**src/rtl/mem_ctrl.sv**
```systemverilog
// Byte-serial controller for a shared single-port 8-bit RAM: arbitrates IF fetches
// against MEM loads/stores (MEM wins) and moves one byte per cycle, little-endian.
module mem_ctrl #(
  parameter int ADDR_W = 32
) (
  input  logic              clk,
  input  logic              rst,
  input  logic              rdy_in,
  input  logic              if_req_i,
  input  logic [ADDR_W-1:0] if_addr_i,
  output logic              if_done_o,
  output logic [31:0]       if_inst_o,
  input  logic              mem_req_i,
  input  logic              mem_we_i,
  input  logic [1:0]        mem_len_i,
  input  logic [ADDR_W-1:0] mem_addr_i,
  input  logic [31:0]       mem_wdata_i,
  output logic              mem_done_o,
  output logic [31:0]       mem_rdata_o,
  output logic [ADDR_W-1:0] ram_a_o,
  output logic              ram_wr_o,
  output logic [7:0]        ram_dout_o,
  input  logic [7:0]        ram_din_i,
  output logic              busy_o
);

  typedef enum logic {IDLE, BUSY} state_t;

  state_t            state_q, state_d;
  logic [2:0]        cnt_q, cnt_d;
  logic [2:0]        n_q, n_d;
  logic              own_mem_q, own_mem_d;
  logic              we_q, we_d;
  logic [ADDR_W-1:0] base_q, base_d;
  logic [31:0]       wdata_q, wdata_d;
  logic [31:0]       inst_q, inst_d;
  logic [31:0]       rdata_q, rdata_d;
  logic              if_done_q, if_done_d;
  logic              mem_done_q, mem_done_d;
  logic [1:0]        rd_idx;

  // Read data lags the address by one cycle, so the byte arriving at count c is byte c-1.
  assign rd_idx = cnt_q[1:0] - 2'd1;

  always_comb begin
    state_d    = state_q;
    cnt_d      = cnt_q;
    n_d        = n_q;
    own_mem_d  = own_mem_q;
    we_d       = we_q;
    base_d     = base_q;
    wdata_d    = wdata_q;
    inst_d     = inst_q;
    rdata_d    = rdata_q;
    if_done_d  = if_done_q;
    mem_done_d = mem_done_q;
    if (rdy_in) begin
      if_done_d  = 1'b0;
      mem_done_d = 1'b0;
      case (state_q)
        IDLE: begin
          // A requester still seeing its done pulse is holding a stale request.
          if (mem_req_i && !mem_done_q) begin
            state_d   = BUSY;
            cnt_d     = 3'd0;
            own_mem_d = 1'b1;
            we_d      = mem_we_i;
            base_d    = mem_addr_i;
            n_d       = mem_len_i[1] ? 3'd4 : (mem_len_i[0] ? 3'd2 : 3'd1);
            wdata_d   = mem_wdata_i;
            rdata_d   = 32'd0;
          end else if (if_req_i && !if_done_q) begin
            state_d   = BUSY;
            cnt_d     = 3'd0;
            own_mem_d = 1'b0;
            we_d      = 1'b0;
            base_d    = if_addr_i;
            n_d       = 3'd4;
            wdata_d   = 32'd0;
            inst_d    = 32'd0;
          end
        end
        BUSY: begin
          if (we_q) begin
            if (cnt_q == n_q - 3'd1) begin
              state_d    = IDLE;
              mem_done_d = own_mem_q;
              if_done_d  = !own_mem_q;
            end else begin
              cnt_d = cnt_q + 3'd1;
            end
          end else begin
            if (cnt_q != 3'd0) begin
              if (own_mem_q) rdata_d[{rd_idx, 3'b000} +: 8] = ram_din_i;
              else           inst_d[{rd_idx, 3'b000} +: 8]  = ram_din_i;
            end
            if (cnt_q == n_q) begin
              state_d    = IDLE;
              mem_done_d = own_mem_q;
              if_done_d  = !own_mem_q;
            end else begin
              cnt_d = cnt_q + 3'd1;
            end
          end
        end
        default: state_d = IDLE;
      endcase
    end
  end

  always_comb begin
    ram_a_o    = '0;
    ram_wr_o   = 1'b0;
    ram_dout_o = 8'd0;
    if (state_q == BUSY) begin
      if (we_q || cnt_q != n_q) ram_a_o = base_q + ADDR_W'(cnt_q);
      if (we_q) begin
        ram_wr_o   = rdy_in;
        ram_dout_o = wdata_q[{cnt_q[1:0], 3'b000} +: 8];
      end
    end
  end

  always_ff @(posedge clk or negedge rst) begin
    if (!rst) begin
      state_q    <= IDLE;
      cnt_q      <= 3'd0;
      n_q        <= 3'd0;
      own_mem_q  <= 1'b0;
      we_q       <= 1'b0;
      base_q     <= '0;
      wdata_q    <= 32'd0;
      inst_q     <= 32'd0;
      rdata_q    <= 32'd0;
      if_done_q  <= 1'b0;
      mem_done_q <= 1'b0;
    end else begin
      state_q    <= state_d;
      cnt_q      <= cnt_d;
      n_q        <= n_d;
      own_mem_q  <= own_mem_d;
      we_q       <= we_d;
      base_q     <= base_d;
      wdata_q    <= wdata_d;
      inst_q     <= inst_d;
      rdata_q    <= rdata_d;
      if_done_q  <= if_done_d;
      mem_done_q <= mem_done_d;
    end
  end

  assign if_done_o   = if_done_q;
  assign mem_done_o  = mem_done_q;
  assign if_inst_o   = inst_q;
  assign mem_rdata_o = rdata_q;
  assign busy_o      = (state_q == BUSY);

endmodule

```
**config.mk**
```make
export PLATFORM = sky130hd
export DESIGN_NAME = mem_ctrl
export DESIGN_NICKNAME = d
export VERILOG_FILES = /design/src/rtl/mem_ctrl.sv
export SDC_FILE = /design/constraint.sdc
export NUM_CORES = 1
export LEC_CHECK = 0
export CAP_MARGIN = 5
export CORE_ASPECT_RATIO = 0.7
export CORE_MARGIN = 2
export CORE_UTILIZATION = 43
export DETAILED_ROUTE_END_ITERATION = 8
export PLACE_DENSITY = 0.77
export SETUP_SLACK_MARGIN = 0.5
export SYNTH_ARGS = -nofsm -noshare
export SYNTH_HDL_FRONTEND = slang
export SYNTH_SLANG_ARGS = --single-unit
```
**constraint.sdc**
```tcl
create_clock -name clk -period 3.14 [get_ports clk]
set_input_delay 0.628 -clock clk [delete_from_list [all_inputs] [get_ports clk]]
set_output_delay 0.628 -clock clk [all_outputs]
set_load 0.01 [all_outputs]
```
After elaboration in Yosys (flattened, before gate mapping) --
Cells that the tools add are included.
Word-level totals: bits in registers 139, bits of input ports 112, output and inout bits 108, logic and storage cells 94
Operators by class: add/subtract/negate cells 5, equality and inequality tests 13, shift-type cells 3, multiplexer cells 49, bitwise gates (word level) 1, reduce and logical (&&, ||, !) cells 12
Operator list (number):
- 2-to-1 mux 32 bit | 14
- case mux 32 bit (2 select lines) | 2
- bitwise mux 32 bit | 2
- adder 32 x 3 -> 32 bit | 1
- variable shift 8 x 7 -> 32 bit, first input constant | 1
- indexed part select 32 x 6 -> 8 bit | 1
- indexed part select 8 x 7 -> 32 bit | 1
- 2-to-1 mux 3 bit | 8
- 2-to-1 mux 1 bit | 18
- 2-to-1 mux 8 bit | 2
- != test 2 bit, second input constant | 5
- != test 3 bit, second input constant | 3
- negation 5 -> 7 bit | 1
- == test 3 bit | 2
- case mux 3 bit (2 select lines) | 1
- AND reduction 6 bit | 1
- AND reduction 5 bit | 1
- != test 2 x 1 -> 1 bit, second input constant | 2
- AND reduction 4 bit | 1
- adder 3 x 1 -> 3 bit, second input constant | 1
- logical NOT 1 bit | 3
- != test 3 bit | 1
- AND reduction 3 bit | 1
- nonzero test 3 bit | 1
- other kinds (8) | 9

Depth between registers and ports, before layout --
depth in word-level cells 8, mapped depth 8, gate-level depth less buffers 7

Least setup slack after synthesis --
No wires, ideal clock.
kind register to output, start register cnt_q[1], end output ram_a_o[14], data arrival time 2673 ps, data required time 2512 ps, path slack -161 ps, stages on the path, launching flop included 8, path buffers 1, cells stage by stage dfrtp_1 buf_1 inv_1 fa_1 and2b_1 o211ai_1 or4_2 a21oi_1
Between the ends: word-level cells in the longest chain between the ends 4, elaborated cells on any way between the ends 5, those cells by class add/sub (1); eq/ne (1); mux (2); reduce/logical (1)
RTL lines:
- start, declared | line 30 | logic [2:0] cnt_q, cnt_d;
- start signal, assigned | line 139 | cnt_q <= cnt_d;
- branches (longest 2 deep; another with adder 32 x 3 -> 32 bit)
- 2-to-1 mux 32 bit (*) | line 116 | if (we_q || cnt_q != n_q) ram_a_o = base_q + ADDR_W'(cnt_q);
- 2-to-1 mux 32 bit (*) | line 115 | if (state_q == BUSY) begin
- end, declared | line 20 | output logic [ADDR_W-1:0] ram_a_o,
Mark *: on every way between the ends.

Worst setup path in the final report --
start register cnt_q[0], end output ram_a_o[18]
Same word-level chain as after synthesis.

==> results_dict.tcl <==
set metrics [dict create \
    tritoncts "built" \
    synthArstFlopShare 1.00 \
    ir_drop_uv 387 \
    cts_max_level 4 \
    start_util 0.440 \
    grt_max_degree 88 \
    syn2layout_area_growth_pct 52.0 \
    gp_congestion 0.879 \
    clock_path_buffers 2 \
    grt_first_pass_wirelength_um 33400 \
    synth_top_area_cell "dfrtp_1" \
    rsz0062_at_grt "true" \
    synth.distinct_cells 58 \
    clock.fmax_ghz 0.312 \
    synth_most_common_cell "dfrtp_1" \
    crit_path_start_kind "register" \
    die_area_sq_mm 0.0177 \
    r2r-end "mem_rdata_o[12]" \
    combPwrFrac 0.481 \
    status "finished, violations left" \
    internal_power_w 0.00611 \
    yosys.area.top_type_share 0.485 \
    swShare 0.371 \
    pin_count 220 \
    drtIter0Drc 521 \
    period_needed_ps 3210 \
    leakage_nw 4.83 \
    via_count 6176 \
    clk_pin_slew_worst_paths_ps 60 \
    die_h_um 112 \
    arrival_ps 2580 \
    clock-sinks 139 \
    cts_made_buffers 17 \
    final.setup.worst_slack_ps -68.9 \
    post-route-drc-count 0 \
    power_frac_clock 0.208 \
    hold_class "input pin to asynchronous set/reset pin" \
    hold_buffers 0 \
    core_sq_mm 0.0163 \
    viasPerCell 5.43 \
    synth_seq_cells 139 \
    hold_slack_ps 258 \
    skew_ps 9.16 \
    wl_per_cell_um 18.6 \
    dp_hpwl_um 15200 \
    ys_warn_count 0 \
    place.port_buffers 219 \
    path_max_fanout 5 \
    grt_overflow 0 \
    synth_common_cells "139 x dfrtp_1, 54 x a22o_1, 53 x nand2_1" \
    ant_nets 0 \
    drv_cap 0 \
    worstSetupEndpointType "output pin" \
    antenna_found_initial 0 \
    worst_pin_slew_ps 943 \
    first_pass_iters 5 \
    grt_pass1_vias 6146 \
    final_nets 1023 \
    fin_crit_sh 1.02 \
    violations "setup timing" \
    fin_tns_setup_ps -414 \
    rows 39 \
    slew_viol_final 0 \
    worstRegToRegCells 7 \
    ys_seq_area_frac 0.485 \
    clk_latency_ps 410 \
    r2r-start "cnt_q[0]" \
    slew_headroom 0.366 \
    synth_edf_count 0 \
    synth-main-ff-cell "dfrtp_1" \
    power_per_cell_area_mw_per_mm2 891 \
    power.switching_w 0.00361 \
    syn_nets 761 \
    synth_area_leaders "dfrtp_1 48%, mux2_2 7.5%, a22o_1 6.6%" \
    netlist_instances 639 \
    hold_viol 0 \
    wl_um 21100 \
    dieWidth_um 158 \
    power_frac_seq 0.311 \
    synth_area_sq_mm 0.00717 \
    drive_above_1_share 0.293 \
    r2r_slack_ps 660 \
    grt.total_usage 0.243 \
    syn_avg_cell_area_sq_um 11.2 \
    root_buffer "clkbuf_16" \
    setup_viol 10 \
    crit_required_ps 2510 \
    critical_path_class "register to output pin" \
]
state kept, by name, summed over array words and instances (netlist names):
signal	count
if_done_o	1
we_q	1
mem_done_o	1
cnt_q	3
wdata_q	32
if_inst_o	32
mem_rdata_o	32
base_q	32
own_mem_q	1
busy_o	1
n_q	3
metal layers:
layer / global-route usage / wire length, um / up-vias / share of wire
met5: 0 / 0 / - / 0
met4: 0.0511 / 142 / 0 / 0.0067
met3: 0.0672 / 1580 / 12 / 0.075
met2: 0.339 / 9030 / 235 / 0.43
met1: 0.378 / 10400 / 3032 / 0.49
li1: - / - / 2897 / -
power by group through the flow:
stage | registers (W) | logic, W | clock network (W)
global placement | 0.00297 | 0.00416 | 0
detailed placement | 0.00298 | 0.00425 | 0
CTS | 0.00298 | 0.00435 | 0.00207
finish | 0.00302 | 0.00467 | 0.00203
floorplan | 0.00293 | 0.00234 | 0
global route | 0.00311 | 0.00505 | 0.00215
worst max path at each step:
stage	endpoint	start	slack [ps]
floorplan	ram_a_o[18]	cnt_q[1]	370
global placement	ram_a_o[18]	cnt_q[0]	-40
detailed placement	ram_a_o[18]	cnt_q[0]	-80
CTS	ram_a_o[24]	cnt_q[0]	-60
global route	ram_a_o[26]	cnt_q[0]	-150
finish	ram_a_o[18]	cnt_q[0]	-70
through the flow:
step	std cells	power, W	worst slack [ps]	util	cell area [sq um]
2_1_floorplan	639	0.00527	370	-	7240
3_3_place_gp	1082	0.00713	-41.2	0.604	9840
3_5_place_dp	1082	0.00723	-75.5	0.604	9840
4_1_cts	1124	0.00939	-56.5	0.651	10600
5_1_grt	1137	0.0103	-148	0.669	10900
6_report	1138	0.00972	-68.9	0.669	10900
cell families after synthesis:
family,after synthesis,synth area share
buf+inv,46,0.0281
mux,93,0.152
simple gates,195,0.150
fa+ha+maj,10,0.0185
compound gates,141,0.147
xor+xnor,15,0.0202
flops,139,0.485
layout make-up:
class,instances,area [sq um]
clock inverters,13,165
well taps,225,282
multi-input cells,455,3880
fillers,1325,5400
clock buffers,17,425
repair buffers,277,2610
inverters,11,43.8
flip-flops and latches,139,3490
diodes,1,2.50
cells in the final DEF, fill, tap and decap left out, types with 4 or more instances in the layout:
master           count
a21oi_1              4
a21oi_2             11
a22o_1              54
and2_1              29
and3_1              13
buf_2               27
buf_4               38
buf_6               20
clkbuf_16           17
clkdlybuf4s50_1    186
dfrtp_1            131
dfrtp_2              8
ha_1                 6
inv_1                9
inv_6                5
mux2_2              48
mux2i_1             37
mux4_2               8
nand2_1             53
nand3_1             18
nand4_1             11
nor2_1              12
nor2b_1              6
nor3_2               4
o21ai_0             36
o31ai_1              7
or2_2                5
or3_4                4
or4_4                8
xor2_1               7
worst max-delay path: stages (launching register included):
cell and delay [ps]:
dfrtp_1 370, ha_2 190, inv_2 40, fa_2 350, and2b_4 300, o2111ai_4 150
or4_4 520, a21oi_2 120, buf_2 130
repair_timing:
action                                  CTS  global route
endpoints found under the setup margin   40            72
endpoints found under the hold margin     0             0
cloned                                    1             0
gates resized for setup                 137            81
setup buffers                            11            13
pin swaps                                29            19
No activity file was read; power rests on OpenSTA's default activity.
